**src/rtl/afifo_wr_arb_pkg.sv**
```systemverilog
// Shared definitions for the async-FIFO write-side arbiter: FSM encoding,
// default parameters and the round-robin ready rule.
package afifo_wr_arb_pkg;

    typedef enum logic {
        ST_FLUSH = 1'b0,
        ST_RUN   = 1'b1
    } state_t;

    localparam int DEF_DATA_WIDTH   = 12;
    localparam int DEF_FLUSH_CYCLES = 8;

    // A requester may go when its rival is idle or the priority points at it;
    // its own valid is deliberately not part of the term.
    function automatic logic rr_ready(input logic other_valid, input logic prio, input logic idx);
        return (~other_valid) | (prio == idx);
    endfunction

endpackage

```
**src/rtl/afifo_wr_arb_rr_arb2.sv**
```systemverilog
// Two-way round-robin selector with its priority and last-grant registers.
module rr_arb2
    import afifo_wr_arb_pkg::*;
(
    input  logic clk,
    input  logic rst_n,
    input  logic en_i,
    input  logic valid0_i,
    input  logic valid1_i,
    output logic ready0_o,
    output logic ready1_o,
    output logic xfer_o,
    output logic sel_o,
    output logic grant_o
);

    logic prio_q;
    logic last_q;
    logic xfer0_s;
    logic xfer1_s;

    // Readies are exclusive whenever both requesters are valid.
    always_comb begin
        ready0_o = en_i & rr_ready(valid1_i, prio_q, 1'b0);
        ready1_o = en_i & rr_ready(valid0_i, prio_q, 1'b1);
        xfer0_s  = valid0_i & ready0_o;
        xfer1_s  = valid1_i & ready1_o;
        xfer_o   = xfer0_s | xfer1_s;
        sel_o    = xfer1_s;
        if (xfer_o) begin
            grant_o = sel_o;
        end else begin
            grant_o = last_q;
        end
    end

    // Priority flips away from whoever just transferred.
    always_ff @(posedge clk) begin
        if (!rst_n) begin
            prio_q <= 1'b0;
            last_q <= 1'b0;
        end else if (xfer_o) begin
            prio_q <= ~sel_o;
            last_q <= sel_o;
        end else begin
            prio_q <= prio_q;
            last_q <= last_q;
        end
    end

endmodule

```
**src/rtl/afifo_wr_arb.sv**
```systemverilog
// Write-side arbiter for an async FIFO: two requesters share the write port,
// and a flush holds the FIFO in reset for a fixed number of cycles.
module afifo_wr_arb
    import afifo_wr_arb_pkg::*;
#(
    parameter int DATA_WIDTH   = DEF_DATA_WIDTH,
    parameter int FLUSH_CYCLES = DEF_FLUSH_CYCLES
) (
    input  logic                  clk,
    input  logic                  rst_n,
    input  logic [DATA_WIDTH-1:0] req0_data,
    input  logic                  req0_valid,
    output logic                  req0_ready,
    input  logic [DATA_WIDTH-1:0] req1_data,
    input  logic                  req1_valid,
    output logic                  req1_ready,
    input  logic                  flush,
    output logic [DATA_WIDTH-1:0] fifo_din,
    output logic                  fifo_wr_en,
    input  logic                  fifo_full,
    output logic                  fifo_rst,
    output logic                  grant,
    output logic                  busy,
    output logic [15:0]           wr_count
);

    localparam logic [7:0] CNT_LOAD = 8'(FLUSH_CYCLES - 1);

    state_t      state_q;
    logic [7:0]  cnt_q;
    logic [15:0] wr_count_q;
    logic        eligible_s;
    logic        xfer_s;
    logic        sel_s;

    assign eligible_s = (state_q == ST_RUN) & ~fifo_full;

    rr_arb2 u_arb (
        .clk      (clk),
        .rst_n    (rst_n),
        .en_i     (eligible_s),
        .valid0_i (req0_valid),
        .valid1_i (req1_valid),
        .ready0_o (req0_ready),
        .ready1_o (req1_ready),
        .xfer_o   (xfer_s),
        .sel_o    (sel_s),
        .grant_o  (grant)
    );

    // Write port mux; data is forced to zero when nothing is written.
    always_comb begin
        fifo_wr_en = xfer_s;
        if (xfer_s) begin
            fifo_din = sel_s ? req1_data : req0_data;
        end else begin
            fifo_din = '0;
        end
    end

    assign fifo_rst = (state_q == ST_FLUSH);
    assign busy     = (state_q == ST_FLUSH);
    assign wr_count = wr_count_q;

    // Flush/run sequencing; a flush seen in RUN still lets that cycle's write land.
    always_ff @(posedge clk) begin
        if (!rst_n) begin
            state_q    <= ST_FLUSH;
            cnt_q      <= CNT_LOAD;
            wr_count_q <= 16'd0;
        end else begin
            case (state_q)
                ST_FLUSH: begin
                    if (flush) begin
                        cnt_q <= CNT_LOAD;
                    end else if (cnt_q == 8'd0) begin
                        state_q <= ST_RUN;
                    end else begin
                        cnt_q <= cnt_q - 8'd1;
                    end
                end
                ST_RUN: begin
                    if (flush) begin
                        state_q    <= ST_FLUSH;
                        cnt_q      <= CNT_LOAD;
                        wr_count_q <= 16'd0;
                    end else if (xfer_s) begin
                        wr_count_q <= wr_count_q + 16'd1;
                    end else begin
                        wr_count_q <= wr_count_q;
                    end
                end
                default: begin
                    state_q    <= ST_FLUSH;
                    cnt_q      <= CNT_LOAD;
                    wr_count_q <= 16'd0;
                end
            endcase
        end
    end

endmodule

```
**config.mk**
```make
export PLATFORM = sky130hd
export DESIGN_NAME = afifo_wr_arb
export DESIGN_NICKNAME = d
export VERILOG_FILES = /design/src/rtl/afifo_wr_arb_pkg.sv /design/src/rtl/afifo_wr_arb_rr_arb2.sv /design/src/rtl/afifo_wr_arb.sv
export SDC_FILE = /design/constraint.sdc
export NUM_CORES = 1
export LEC_CHECK = 0
export CAP_MARGIN = 20
export CELL_PAD_IN_SITES_DETAIL_PLACEMENT = 1
export CELL_PAD_IN_SITES_GLOBAL_PLACEMENT = 2
export CORE_ASPECT_RATIO = 0.6
export CORE_UTILIZATION = 25
export CTS_CLUSTER_DIAMETER = 150
export DETAILED_ROUTE_END_ITERATION = 7
export DONT_BUFFER_PORTS = 1
export GPL_TIMING_DRIVEN = 0
export PLACE_DENSITY = 0.58
export SLEW_MARGIN = 10
export SYNTH_ARGS = -nofsm -noshare
export SYNTH_HDL_FRONTEND = slang
export SYNTH_SLANG_ARGS = --single-unit
```
**constraint.sdc**
```tcl
create_clock -name clk -period 5.6 [get_ports clk]
set_input_delay 1.4 -clock clk [delete_from_list [all_inputs] [get_ports clk]]
set_output_delay 1.4 -clock clk [all_outputs]
set_load 0.01 [all_outputs]
```
[Yosys cells after proc, flatten, opt, wreduce, memory -nomap -nowiden]
Cells that the tools add are included.
Operators by class
  add/sub/neg operators: 2
  equal/unequal tests: 2
  mux-type cells: 13
  bitwise gates (word level): 14
  reduce and logical (&&, ||, !) cells: 4
Operators with widths (count)
  16-bit 2-to-1 mux: 2
  12-bit 2-to-1 mux: 2
  8-bit 2-to-1 mux: 3
  16-bit by 1-bit adder with 16-bit output, second input constant: 1
  8-bit one-hot mux with 2 select lines: 1
  8-bit zero test: 1
  8-bit by 1-bit subtractor with 8-bit output, second input constant: 1
  1-bit inverter: 6
  1-bit bitwise AND: 5
  1-bit 2-to-1 mux: 4
  2-bit AND reduction: 2
  3-bit inequality test, second input constant: 1
  1-bit OR: 3
  2-bit inequality test, second input constant: 1
  1-bit one-hot mux with 2 select lines: 1
  2-bit nonzero test: 1
Word-level totals
  register bits: 27
  bits of input ports: 30
  output and inout port bits: 34
  logic and storage cells: 40

[Longest topological paths before layout]
  depth after elaboration: 7
  mapped depth: 6
  mapped depth without buffers: 6

[By module]
Synthesis repeated with hierarchy kept, for this count alone.
Second synthesis, totals
  cell total of the unflattened synthesis: 187
  area, all modules: 1652.8 um^2
By module, submodules not included
  afifo_wr_arb: instances 1, cells an instance 172, area each 1514.0 um^2, sequential area each 500.5 um^2
  rr_arb2: instances 1, cells an instance 15, area each 138.9 um^2, sequential area each 40.0 um^2

[Worst setup path after synthesis]
No wires, ideal clock.
  path type: input-to-output
  start point: in fifo_full
  end point: out fifo_din[10]
  arrival time: 2.386 ns
  data required time: 4.200 ns
  path slack: 1.814 ns
  stages on the path: 5
  path buffers: 2
  cells stage by stage: nor2b_1 -> and3_1 -> clkbuf_1 -> clkbuf_1 -> a22o_1
On the way
  word-level cells in the longest chain between the ends: 6
  elaborated cells on any way between the ends: 9
Ends and longest elaborated chain
  start, declared: line afifo_wr_arb.sv:20  | input logic fifo_full,
  1-bit inverter (*): line afifo_wr_arb.sv:36  | assign eligible_s = (state_q == ST_RUN) & ~fifo_full;
  1-bit bitwise AND (*): line afifo_wr_arb.sv:36
  1-bit bitwise AND, on equally long branches: line afifo_wr_arb_rr_arb2.sv:25, afifo_wr_arb_rr_arb2.sv:24
  1-bit bitwise AND, on equally long branches: line afifo_wr_arb_rr_arb2.sv:27, afifo_wr_arb_rr_arb2.sv:26
  12-bit 2-to-1 mux / 1-bit OR (equally long branches): line afifo_wr_arb.sv:55, afifo_wr_arb_rr_arb2.sv:28
  12-bit 2-to-1 mux (*): line afifo_wr_arb.sv:54  | if (xfer_s) begin
  end, declared: line afifo_wr_arb.sv:18  | output logic [DATA_WIDTH-1:0] fifo_din,
Mark *: on every way between the ends. The rest lies on a longest branch, timed or not.

[Worst setup path after layout]
  start point: in fifo_full
  end point: out fifo_din[4]
The elaborated chain is that of the path after synthesis.

==> impl_metrics.env <==
export IMPL_avgSynthCellArea_sq_um=8.541
export IMPL_hold_path_depth=2
export IMPL_coreArea_sq_mm=0.005623
export IMPL_leakagePower_uw=0.0005623
export IMPL_yosys_area_top_type="dfxtp_1"
export IMPL_worstSetupEndpointType="output port"
export IMPL_place_area_sq_mm=0.001578
export IMPL_syn_nets=206
export IMPL_yosysMostFrequentCell="dfxtp_1"
export IMPL_power_density_mw_per_mm2=196.9
export IMPL_startpoint_type="input port"
export IMPL_die_w_microns=101.3
export IMPL_area_delta_synth_final_pct=9.822
export IMPL_synth_cells=173
export IMPL_initial_core_util=0.2628
export IMPL_fin_tns_setup_ps=0
export IMPL_wl_per_cell_microns=17.66
export IMPL_synth_yosys_warnings=0
export IMPL_critPathLaunch="fifo_full"
export IMPL_yosys_top_cells_count="dfxtp_1 (27), nor2_1 (16), nand2_1 (13), a21oi_1 (12), a22o_1 (12)"
export IMPL_stdcell_area_sq_mm=0.001623
export IMPL_final_core_util=0.2886
export IMPL_dieArea_sq_mm=0.006232
export IMPL_grtUsageTotal=0.1516
export IMPL_crit_end="fifo_din[4]"
export IMPL_grt_overflow=0
export IMPL_vias=1361
export IMPL_ios=64
export IMPL_drive_gt1_frac=0.08475
export IMPL_fin_crit_sh=0.7221
export IMPL_finalClockSkew_ps=2.825
export IMPL_antenna_found_initial=0
export IMPL_hp_class="reg2reg"
export IMPL_synth_top_area_frac=0.3658
export IMPL_clkSlewWorstSetupHoldPaths_ps=100
export IMPL_clock_sinks=27
export IMPL_io_buffers=0
export IMPL_cts_buffer_depth=2
export IMPL_hold_buffers=0
export IMPL_cts_tree="done"
export IMPL_synth_seq_area_share=0.3658
export IMPL_slew_viol_final=0
export IMPL_fmax_ghz=0.2473
export IMPL_reg2regPathDepth=5
export IMPL_cts_max_level=1
export IMPL_cts_buffers=3
export IMPL_ant_nets=0
export IMPL_grt_max_degree=15
export IMPL_worstReg2RegEnd="wr_count[1]$_SDFFE_PN0P_"
export IMPL_vias_per_cell=5.296
export IMPL_slowest_stage="clkbuf_1"
export IMPL_n_antenna_cell=0
export IMPL_rsz0062_at_grt="false"
export IMPL_first_pass_iters=4
export IMPL_path_cells="nor2b_1 > and3_1 > clkbuf_1 > clkbuf_1 > a22o_1"
export IMPL_netlist_area_sq_mm=0.001478
export IMPL_drv_cap=0
export IMPL_drc=0
export IMPL_ys_top_cells_by_area="dfxtp_1 (37%), a22o_1 (7.1%), xnor2_1 (4.1%)"
export IMPL_crit_arrival_ps=2640
export IMPL_routabilityCongestion=0.7213
export IMPL_slew_headroom=0.5144
export IMPL_ys_ff_latch=27
export IMPL_die_y_microns=61.55
export IMPL_place_hpwl_microns=3619
export IMPL_clk_latency_ps=280
export IMPL_outcome="finished, final reports clean"
export IMPL_worstPathRequired_ps=4200
export IMPL_ys_types=45
export IMPL_peakVddDrop_mv=0.08546
export IMPL_synth_edf_count=0
export IMPL_tightest_slew_ps=721.9
export IMPL_hold_slack_ps=560.8
export IMPL_grt_pass1_wl_microns=7031
export IMPL_cts_root_buf="clkbuf_8"
export IMPL_r2r_setup_slack_ps=3550
export IMPL_rows=21
export IMPL_crit_type="in2out"
export IMPL_reg2reg_from="state_q$_SDFF_PN0_"
export IMPL_nNetsFinal=211
export IMPL_yosys_most_used_dff="dfxtp_1"
export IMPL_path_max_fanout=10
export IMPL_fin_crit_ps=4044
export IMPL_cts_resized=0
export IMPL_postSynth_asyncResetShare=0
export IMPL_first_global_vias=1390
export IMPL_finalHoldViolations=0
export IMPL_drtIter0Drc=34
export IMPL_post_cts_setup_buffer_count=0
export IMPL_cpPeakStageDelay_ps=340
export IMPL_cp_common_cell="clkbuf_1"
export IMPL_routed_wl_microns=4538
export IMPL_finalSetupViolations=0
==> worst min-delay path by stage <==
stage | start | endpoint | slack, ps
6_report | wr_count[15]$_SDFFE_PN0P_ | wr_count[15]$_SDFFE_PN0P_ | 560
2_1_floorplan | cnt_q[2]$_SDFFE_PN1P_ | cnt_q[2]$_SDFFE_PN1P_ | 490
4_1_cts | wr_count[15]$_SDFFE_PN0P_ | wr_count[15]$_SDFFE_PN0P_ | 570
5_1_grt | wr_count[15]$_SDFFE_PN0P_ | wr_count[15]$_SDFFE_PN0P_ | 590
3_3_place_gp | wr_count[15]$_SDFFE_PN0P_ | wr_count[15]$_SDFFE_PN0P_ | 520
3_5_place_dp | cnt_q[2]$_SDFFE_PN1P_ | cnt_q[2]$_SDFFE_PN1P_ | 540
==> cell families after synthesis <==
family,Yosys count,synth area share
AND/OR/NAND/NOR,63,0.2337
AO/OA/AOI/OAI,53,0.2616
XOR/XNOR,10,0.05928
flip-flops,27,0.3658
multiplexers,1,0.006774
buffers and inverters,16,0.04741
adder cells (fa/ha/maj),3,0.02540
==> power by group <==
group          internal, uW  switching (uW)  total (uW)
sequential              193           0.766         193
clock                  51.2            64.9         116
combinational          2.91            7.23        10.1
==> per-stage QoR <==
step                std cells  total power (uW)  worst slack [ps]
finish                    257             319.6              1556
global route              257             332.9              1411
CTS                       257             326.6              1528
detailed placement        253             208.0              1538
global placement          253             207.8              1649
floorplan                 173             204.6              1814
==> registers in the layout (all words and copies together) (netlist names) <==
| name | flops |
|---|---|
| wr_count | 16 |
| cnt_q | 8 |
| state_q | 1 |
| u_arb.last_q | 1 |
| u_arb.prio_q | 1 |
==> worst max-delay path, delay by kind of cell <==
| kind | cells | cell delay, ps |
|---|---|---|
| compound gates | 1 | 260 |
| buf+inv | 2 | 550 |
| simple gates | 2 | 430 |
==> layout make-up <==
class / count / area [sq um]
well taps: 80 / 100.1
inverters: 8 / 30.03
plain buffers: 8 / 40.04
clock buffers: 4 / 45.04
flip-flops and latches: 27 / 540.5
fillers: 678 / 4000
multi-input cells: 130 / 867.1
==> per-layer routing <==
metal | global-route usage | up-vias | part of all wire
met5 | 0 | - | 0
met4 | 0.01863 | 0 | 0.0024
met3 | 0.04881 | 2 | 0.076
met2 | 0.2731 | 60 | 0.45
met1 | 0.1854 | 651 | 0.47
li1 | - | 648 | -
==> cells in the final DEF, fill, tap and decap left out, types with 2 or more instances in the layout <==
cell type and instances:
and3_1 3, clkbuf_1 5, a31oi_1 2, o21bai_1 2, a211oi_1 3, or4_1 5, nand2_1 13, nor2b_1 3
or3_1 2, o31ai_1 2, ha_1 3, o21ai_0 4, xnor2_1 7, nor3_1 2, buf_4 2, a21oi_1 12
inv_1 8, nor4_1 3, nand4_1 3, o211ai_1 3, o21a_1 3, nor2_1 16, nand3_1 4, dfxtp_1 27
a22o_1 12, buf_2 2, xor2_1 3, clkbuf_8 3, and2_1 3
Note: power is estimated with default switching activity, not from simulation.
